==> src/rtl/fft_result_reader.sv <==
// Reads one channel of the finished FFT spectrum and streams it as a byte frame:
// header, channel id, 4 bytes per bin (MSB first), then a modulo-256 checksum.
module fft_result_reader #(
    parameter int         N_BINS   = 128,
    parameter int         ADDR_W   = 8,
    parameter int         DATA_W   = 28,
    parameter int         RD_LAT   = 1,
    parameter logic [7:0] HDR_BYTE = 8'hA5
) (
    input  logic              clk_R,
    input  logic              rst_n,
    input  logic              dv_FFT,
    input  logic              ch_sel,
    output logic [ADDR_W-1:0] AddrFFT_ADC,
    output logic              ReadFFTEn_ADC1,
    output logic              ReadFFTEn_ADC2,
    input  logic [DATA_W-1:0] Data_send_FFT1,
    input  logic [DATA_W-1:0] Data_send_FFT2,
    output logic [7:0]        byte_data,
    output logic              byte_valid,
    input  logic              byte_ready,
    output logic              busy,
    output logic              frame_done,
    output logic              overrun
);

    typedef enum logic [2:0] {
        S_IDLE, S_HDR, S_CHAN, S_RD, S_WAIT, S_SEND, S_CSUM
    } state_t;

    localparam logic [ADDR_W-1:0] LAST_BIN  = ADDR_W'(N_BINS - 1);
    localparam logic [1:0]        WAIT_LAST = 2'(RD_LAT - 1);

    state_t            state_q, state_d;
    logic              dv_q, dv_d;
    logic              ch_q, ch_d;
    logic [ADDR_W-1:0] bin_q, bin_d;
    logic [1:0]        bcnt_q, bcnt_d;
    logic [1:0]        wcnt_q, wcnt_d;
    logic [31:0]       shreg_q, shreg_d;
    logic [7:0]        csum_q, csum_d;
    logic [7:0]        byte_data_q, byte_data_d;
    logic              byte_valid_q, byte_valid_d;
    logic [ADDR_W-1:0] addr_q, addr_d;
    logic              en1_q, en1_d;
    logic              en2_q, en2_d;
    logic              busy_q, busy_d;
    logic              frame_done_q, frame_done_d;
    logic              overrun_q, overrun_d;

    logic              start;
    logic              xfer;
    logic [31:0]       cap;

    always_comb begin
        state_d      = state_q;
        dv_d         = dv_FFT;
        ch_d         = ch_q;
        bin_d        = bin_q;
        bcnt_d       = bcnt_q;
        wcnt_d       = wcnt_q;
        shreg_d      = shreg_q;
        csum_d       = csum_q;
        byte_data_d  = byte_data_q;
        byte_valid_d = byte_valid_q;
        addr_d       = addr_q;
        en1_d        = 1'b0;
        en2_d        = 1'b0;
        busy_d       = busy_q;
        frame_done_d = 1'b0;
        overrun_d    = overrun_q;

        start = dv_FFT & ~dv_q;
        xfer  = byte_valid_q & byte_ready;
        cap   = 32'(ch_q ? Data_send_FFT2 : Data_send_FFT1);

        if (start && state_q != S_IDLE) begin
            overrun_d = 1'b1;
        end

        case (state_q)
            S_IDLE: begin
                addr_d = '0;
                if (start) begin
                    ch_d         = ch_sel;
                    csum_d       = 8'h00;
                    overrun_d    = 1'b0;
                    bin_d        = '0;
                    busy_d       = 1'b1;
                    byte_valid_d = 1'b1;
                    byte_data_d  = HDR_BYTE;
                    state_d      = S_HDR;
                end
            end
            S_HDR: begin
                if (xfer) begin
                    byte_data_d = ch_q ? 8'h02 : 8'h01;
                    state_d     = S_CHAN;
                end
            end
            S_CHAN: begin
                if (xfer) begin
                    csum_d       = csum_q + byte_data_q;
                    byte_valid_d = 1'b0;
                    addr_d       = bin_q;
                    en1_d        = ~ch_q;
                    en2_d        = ch_q;
                    state_d      = S_RD;
                end
            end
            S_RD: begin
                wcnt_d  = 2'd0;
                state_d = S_WAIT;
            end
            S_WAIT: begin
                // Sample on the last of the RD_LAT cycles following the strobe
                if (wcnt_q == WAIT_LAST) begin
                    byte_data_d  = cap[31:24];
                    shreg_d      = cap << 8;
                    bcnt_d       = 2'd0;
                    byte_valid_d = 1'b1;
                    state_d      = S_SEND;
                end else begin
                    wcnt_d = wcnt_q + 2'd1;
                end
            end
            S_SEND: begin
                if (xfer) begin
                    csum_d = csum_q + byte_data_q;
                    if (bcnt_q != 2'd3) begin
                        byte_data_d = shreg_q[31:24];
                        shreg_d     = shreg_q << 8;
                        bcnt_d      = bcnt_q + 2'd1;
                    end else if (bin_q == LAST_BIN) begin
                        byte_data_d = csum_q + byte_data_q;
                        state_d     = S_CSUM;
                    end else begin
                        bin_d        = bin_q + 1'b1;
                        addr_d       = bin_q + 1'b1;
                        en1_d        = ~ch_q;
                        en2_d        = ch_q;
                        byte_valid_d = 1'b0;
                        state_d      = S_RD;
                    end
                end
            end
            S_CSUM: begin
                if (xfer) begin
                    byte_valid_d = 1'b0;
                    byte_data_d  = 8'h00;
                    busy_d       = 1'b0;
                    frame_done_d = 1'b1;
                    addr_d       = '0;
                    state_d      = S_IDLE;
                end
            end
            default: state_d = S_IDLE;
        endcase
    end

    // dv_q resets high so a done level held across reset release is not a start
    always_ff @(posedge clk_R or negedge rst_n) begin
        if (!rst_n) begin
            state_q      <= S_IDLE;
            dv_q         <= 1'b1;
            ch_q         <= 1'b0;
            bin_q        <= '0;
            bcnt_q       <= 2'd0;
            wcnt_q       <= 2'd0;
            shreg_q      <= 32'h0;
            csum_q       <= 8'h00;
            byte_data_q  <= 8'h00;
            byte_valid_q <= 1'b0;
            addr_q       <= '0;
            en1_q        <= 1'b0;
            en2_q        <= 1'b0;
            busy_q       <= 1'b0;
            frame_done_q <= 1'b0;
            overrun_q    <= 1'b0;
        end else begin
            state_q      <= state_d;
            dv_q         <= dv_d;
            ch_q         <= ch_d;
            bin_q        <= bin_d;
            bcnt_q       <= bcnt_d;
            wcnt_q       <= wcnt_d;
            shreg_q      <= shreg_d;
            csum_q       <= csum_d;
            byte_data_q  <= byte_data_d;
            byte_valid_q <= byte_valid_d;
            addr_q       <= addr_d;
            en1_q        <= en1_d;
            en2_q        <= en2_d;
            busy_q       <= busy_d;
            frame_done_q <= frame_done_d;
            overrun_q    <= overrun_d;
        end
    end

    assign AddrFFT_ADC    = addr_q;
    assign ReadFFTEn_ADC1 = en1_q;
    assign ReadFFTEn_ADC2 = en2_q;
    assign byte_data      = byte_data_q;
    assign byte_valid     = byte_valid_q;
    assign busy           = busy_q;
    assign frame_done     = frame_done_q;
    assign overrun        = overrun_q;

endmodule

==> config.mk <==
export PLATFORM = sky130hd
export DESIGN_NAME = fft_result_reader
export DESIGN_NICKNAME = d
export VERILOG_FILES = /design/src/rtl/fft_result_reader.sv
export SDC_FILE = /design/constraint.sdc
export NUM_CORES = 1
export LEC_CHECK = 0
export BUFFER_PORTS_ARGS = -buffer_cell sky130_fd_sc_hd__buf_2
export CAP_MARGIN = 20
export CORE_AREA = 2 2 107 109
export DETAILED_ROUTE_END_ITERATION = 10
export DIE_AREA = 0 0 109 111
export GPL_TIMING_DRIVEN = 0
export PLACE_DENSITY = 0.74
export SETUP_SLACK_MARGIN = 0.3
export SLEW_MARGIN = 20
export SYNTH_ARGS = -nofsm -noshare
export SYNTH_HDL_FRONTEND = slang
export SYNTH_SLANG_ARGS = --single-unit
==> constraint.sdc <==
create_clock -name clk_R -period 2 [get_ports clk_R]
set_clock_uncertainty 0.1 [all_clocks]
set_input_delay 0.3 -clock clk_R [delete_from_list [all_inputs] [get_ports clk_R]]
set_output_delay 0.3 -clock clk_R [all_outputs]
set_load 0.01 [all_outputs]
---- Word-level counts from Yosys, hierarchy flattened ----
Index checks and enable logic that the tools add are counted.
storage, ports and cells
  flip-flop bits (word level) ............. 79
  output and inout bits ................... 22
  input bits .............................. 61
cells by class
  bitwise gates (word level) .............. 4
  eq/ne operators ......................... 21
  reduce and logical (&&, ||, !) cells .... 24
  $add $sub $neg .......................... 4
  mux-type cells .......................... 61
operator list
  operator                                                                number
  8-bit 2-to-1 mux                                                        13
  32-bit 2-to-1 mux                                                       3
  32-bit case mux with 2 select lines                                     1
  8-bit case mux with 5 select lines                                      1
  8-bit case mux with 2 select lines                                      2
  8-bit case mux with 4 select lines                                      1
  28-bit 2-to-1 mux                                                       1
  3-bit 2-to-1 mux                                                        8
  2-bit != test (second input constant)                                   11
  3-bit case mux with 7 select lines                                      1
  7-bit AND reduction                                                     3
  1-bit 2-to-1 mux                                                        19
  2-bit 2-to-1 mux                                                        5
  2-bit nonzero test                                                      5
  3-bit equality test (second input constant)                             3
  8-bit by 1-bit adder with 8-bit output (second input constant)          1
  8-bit adder                                                             1
  8-bit by 7-bit equality test with 1-bit output (second input constant)  1
  2-bit case mux with 2 select lines                                      2
  4-bit nonzero test                                                      2
  3-bit by 2-bit equality test with 1-bit output (second input constant)  2
  1-bit case mux with 2 select lines                                      3
  3-bit AND reduction                                                     2
  6-bit AND reduction                                                     1
  other kinds (16)                                                        22

---- Logic depth before layout (Yosys ltp) ----
  word-level depth ........................ 6
  depth in mapped cells ................... 8
  depth with buffers taken out ............ 7

---- Worst setup path after synthesis ----
Ideal clock, no wire load.
  kind .................................... register -> register
  start point ............................. reg byte_data_q[0] (netlist: byte_data[0])
  end point ............................... reg byte_data_q[6] (netlist: byte_data[6])
  path buffers ............................ 0
  path slack .............................. -0.155 ns
  cell stages (with the launch flop) ...... 8
  data required time ...................... 1.805 ns
  data arrival time ....................... 1.959 ns
  cells stage by stage .................... dfrtp_1 ha_1 fa_1 a21o_1 a211o_1 a21oi_1 a311oi_1 o31ai_1
between the ends
  cells in the longest elaborated chain, start to end .. 5
ends and longest elaborated chain
  element                             RTL line  RTL
  start: declaration                  42        logic [7:0] byte_data_q, byte_data_d;
  start signal: assignment            189       byte_data_q <= byte_data_d;
  8-bit adder                         135       byte_data_d = csum_q + byte_data_q;
  8-bit 2-to-1 mux                    134       end else if (bin_q == LAST_BIN) begin
  8-bit 2-to-1 mux                    130       if (bcnt_q != 2'd3) begin
  8-bit 2-to-1 mux                    128       if (xfer) begin
  8-bit case mux with 5 select lines  81        case (state_q)
Every way passes these cells. The select of a mux whose other input is x is not followed.
A chain may end at the register's enable or synchronous reset.

---- Worst setup path after layout ----
  start point ............................. reg csum_q[0]
  end point ............................... reg csum_q[6]
between the ends
  cells in the longest elaborated chain, start to end .. 3
ends and longest elaborated chain
  element                             RTL line  RTL
  start: declaration                  41        logic [7:0] csum_q, csum_d;
  start signal: assignment            188       csum_q <= csum_d;
  8-bit adder                         103, 129
  8-bit 2-to-1 mux                    102, 128
  8-bit case mux with 2 select lines  81
Every way passes these cells. The select of a mux whose other input is x is not followed.

==> results by group <==
Cells and area
  • Layout Nets: ~700
  • Most frequent cells in the layout: buf_2 (87), dfrtp_1 (64), buf_4 (45), nor2_1 (37), mux2i_1 (34)
  • N_diodes: 0
  • Layout cells sized above 1: 0.5219
  • Commonest non-fill, non-tap cell in the layout: buf_2
  • Fin cells: just under 800
  • Area Overhead vs Synth: 61.04%
  • Fill count: 745

Yosys
  • Avg Cell Area, Syn: between 9 and 10 sq um
  • Asr flop ratio synth: 1.000
  • Commonest register cell after synthesis: dfrtp_1
  • Seq/Total Area, Yosys: 0.4168
  • Cell count after synthesis: 472
  • Netlist cell types: 59
  • Ys Warns: 0
  • Post-Synthesis Net Count: 544
  • EDFF count, synth: 0
  • Yosys reg bits: 71
  • Mapped cell area: approximately 4300 sq um

Flow run
  • Max-cap viol count: 0

STA
  • Max Clk Rate: 442.4 MHz
  • Max-slew headroom: 0.7094
  • Hold_ws: 81.56 ps
  • Final setup violation count: 8
  • Period utilisation layout: 1.130
  • Unrepaired setup endpoints after global routing: yes
  • Fin. Hold Viols: 0
  • Min cycle time layout: 2260 ps
  • Worst Max-Slew Pin Slew: 431.9 ps
  • Final worst slack: -260.4 ps
  • Max-slew violation count: 0

Floorplanning
  • Core area: 11,080 sq um
  • Die area: 12,100 sq um
  • Initial core utilization: 0.3851
  • Die W: 109 um
  • Rows: 39
  • Chip Height: between 100 and 150 um
  • Total I/O pin count: 83

Route
  • WL final: ~17,000 um
  • Initial DRC count: 382
  • Final ANT Viol Nets: 0
  • Drt pass-1 iters: 5
  • Detailed-route wire length per cell: 21.13 um
  • Avg Vias per Cell: 5.983
  • Vias: between 4k and 5k
  • DRC Markers: 0

Global routing
  • Global-route wire length before repair: 22,630 um
  • Grt ovf: 0
  • Total track usage: 0.2377
  • Initial antenna violation count: 0
  • Vias in the first global route: 4,576
  • Largest net degree at the start of global routing: 43

Placement
  • DP HPWL: between 8000 and 9000 um
  • Dpl cells: 698
  • Port-buffer cells: 82
  • RD Place Congestion: 0.9003

Critical path
  • CP Launch Type: flip-flop
  • Crit path max fanout: 2
  • CP Class: reg2reg
  • Setup crit end kind: flip-flop
  • Data arrival, critical path: 2390 ps
  • Required @ worst endpoint: 2130 ps

Clocking
  • Root Buffer Master: clkbuf_16
  • CTS tree: yes
  • Clk pin slew, worst setup/hold paths: 70 ps
  • H-tree levels: 3
  • CTS buffer count: 9
  • Clock buffer depth: 2
  • Skew-Pair Late Insertion Delay: 350 ps
  • CTS sink cnt: 71

Status
  • Status: complete, but fails checks
  • Failing checks: setup timing

Pwr
  • Sw Pwr: around 4500 uW
  • IR drop worst, VDD: 0.7146 mV
  • Leak pwr: 0.003191 uW
  • Comb pwr share: 0.588
  • Sequential share of power: 0.235
  • Clock Power Share: 0.177
  • Power density cells: 1506 nW/um^2
  • Int Pwr: 5824 uW
  • Sw frac: 0.4370

Min path
  • Worst Hold Class: in2reg
## timing repair
item / CTS / global route
cloned: 4 / 4
buffers inserted: 38 / 19
endpoints found under the hold margin: 29 / 0
hold buffers: 2 / 0
resized for setup: 173 / 93
pin swaps: 66 / 40
setup endpoints to repair: 66 / 63
## worst paths after layout
path	cells after the start	end	slack (ps)	startpoint
max reg2reg	8	csum_q[6]	-260	csum_q[0]
max	8	csum_q[6]	-260	csum_q[0]
min reg2reg	1	AddrFFT_ADC[6]	410	AddrFFT_ADC[6]
min in group asynchronous	2	AddrFFT_ADC[6]	320	rst_n
min	3	ch_q	80	ch_sel
max in group asynchronous	3	bin_q[0]	900	rst_n
## worst max-delay path, cell delays in order, from the launching register on
cell and delay, ps:
dfrtp_1 400, ha_2 210, fa_2 350, a21o_1 220, a211o_1 280, a21oi_2 210, buf_4 150, xor2_1 160
o21ai_1 80
## logic make-up (layout without fill, tap and decap cells)
group                    after synthesis  count (layout)  share of synthesized area
XOR/XNOR                               5               5                    0.01027
multiplexers                          45              45                     0.1088
AO/OA/AOI/OAI                        141             142                     0.2077
adder cells (fa/ha/maj)               11              11                    0.03403
AND/OR/NAND/NOR                      157             157                     0.1775
flip-flops                            71              71                     0.4168
buffers and inverters                 42             207                    0.04488
## Yosys cell counts (2+ instances only)
master / instances / area share
nand4_1: 3 / 0.0044
nand3_1: 13 / 0.015
dfrtp_1: 70 / 0.41
mux2i_1: 34 / 0.080
nor2_1: 41 / 0.036
clkbuf_1: 8 / 0.0070
inv_1: 12 / 0.011
a211o_1: 4 / 0.0082
o21a_1: 5 / 0.0088
nand2_2: 2 / 0.0029
o21ai_1: 3 / 0.0035
buf_4: 3 / 0.0053
nor3_1: 2 / 0.0023
o41ai_1: 2 / 0.0041
nor4_1: 3 / 0.0044
xor2_1: 4 / 0.0082
nand2b_1: 3 / 0.0044
a21oi_1: 35 / 0.041
o22ai_1: 6 / 0.0088
o21ai_0: 50 / 0.059
nor2b_1: 6 / 0.0088
o31ai_1: 12 / 0.021
a311oi_1: 2 / 0.0041
mux2_2: 10 / 0.026
nand3b_1: 3 / 0.0053
ha_1: 10 / 0.029
and3_1: 5 / 0.0073
a21o_1: 5 / 0.0088
nand2_1: 61 / 0.054
and3b_1: 2 / 0.0041
or3_1: 2 / 0.0029
a31oi_1: 3 / 0.0044
buf_2: 18 / 0.021
o21ai_2: 2 / 0.0041
o211ai_1: 2 / 0.0035
and2_1: 3 / 0.0044
## area by class of cell
class | instances | area, sq um | share of cell area
plain buffers | 30 | 315.3 | 0.04590
inverters | 12 | 52.55 | 0.007650
clock inverters | 7 | 103.9 | 0.01512
multi-input cells | 360 | 3113 | 0.4532
well taps | 143 | 178.9 | 0.02605
clock buffers | 9 | 225.2 | 0.03279
flip-flops and latches | 71 | 1785 | 0.2599
repair buffers | 149 | 1095 | 0.1594
## layer usage
layer,track usage,wire [um]
met5,0,0
met4,0.1197,1003
met3,0.03586,1350
met2,0.3954,8133
met1,0.2958,6016
## through the flow
stage | cell area [sq um] | setup slack (ps) | total power [uW] | util | TNS [ps]
floorplan | 4384 | -24.98 | 4781 | - | -24.98
global placement | 4974 | -130.0 | 5615 | 0.4490 | -1177
detailed placement | 4996 | -160.0 | 5744 | 0.4510 | -2851
CTS | 6264 | -138.3 | 8866 | 0.5655 | -371.5
global route | 6869 | -269.2 | 10710 | 0.6201 | -1281
finish | 6869 | -260.4 | 10350 | 0.6201 | -1014
## power groups by stage
stage	logic [uW]	registers [uW]	clock network [uW]
finish	6080	2430	1840
global route	6370	2460	1870
global placement	3380	2230	0
CTS	4750	2320	1800
floorplan	2560	2220	0
detailed placement	3480	2260	0
## registers in the layout (all words and copies together), names as in the netlist, named ones only
| signal | cells |
|---|---|
| bcnt_q | 2 |
| csum_q | 8 |
| ReadFFTEn_ADC2 | 1 |
| frame_done | 1 |
| bin_q | 8 |
| byte_valid | 1 |
| byte_data | 8 |
| dv_q | 1 |
| shreg_q | 24 |
| ch_q | 1 |
| wcnt_q | 2 |
| ReadFFTEn_ADC1 | 1 |
| state_q | 3 |
| AddrFFT_ADC | 8 |
| busy | 1 |
Note: power is estimated with default switching activity, not from simulation.
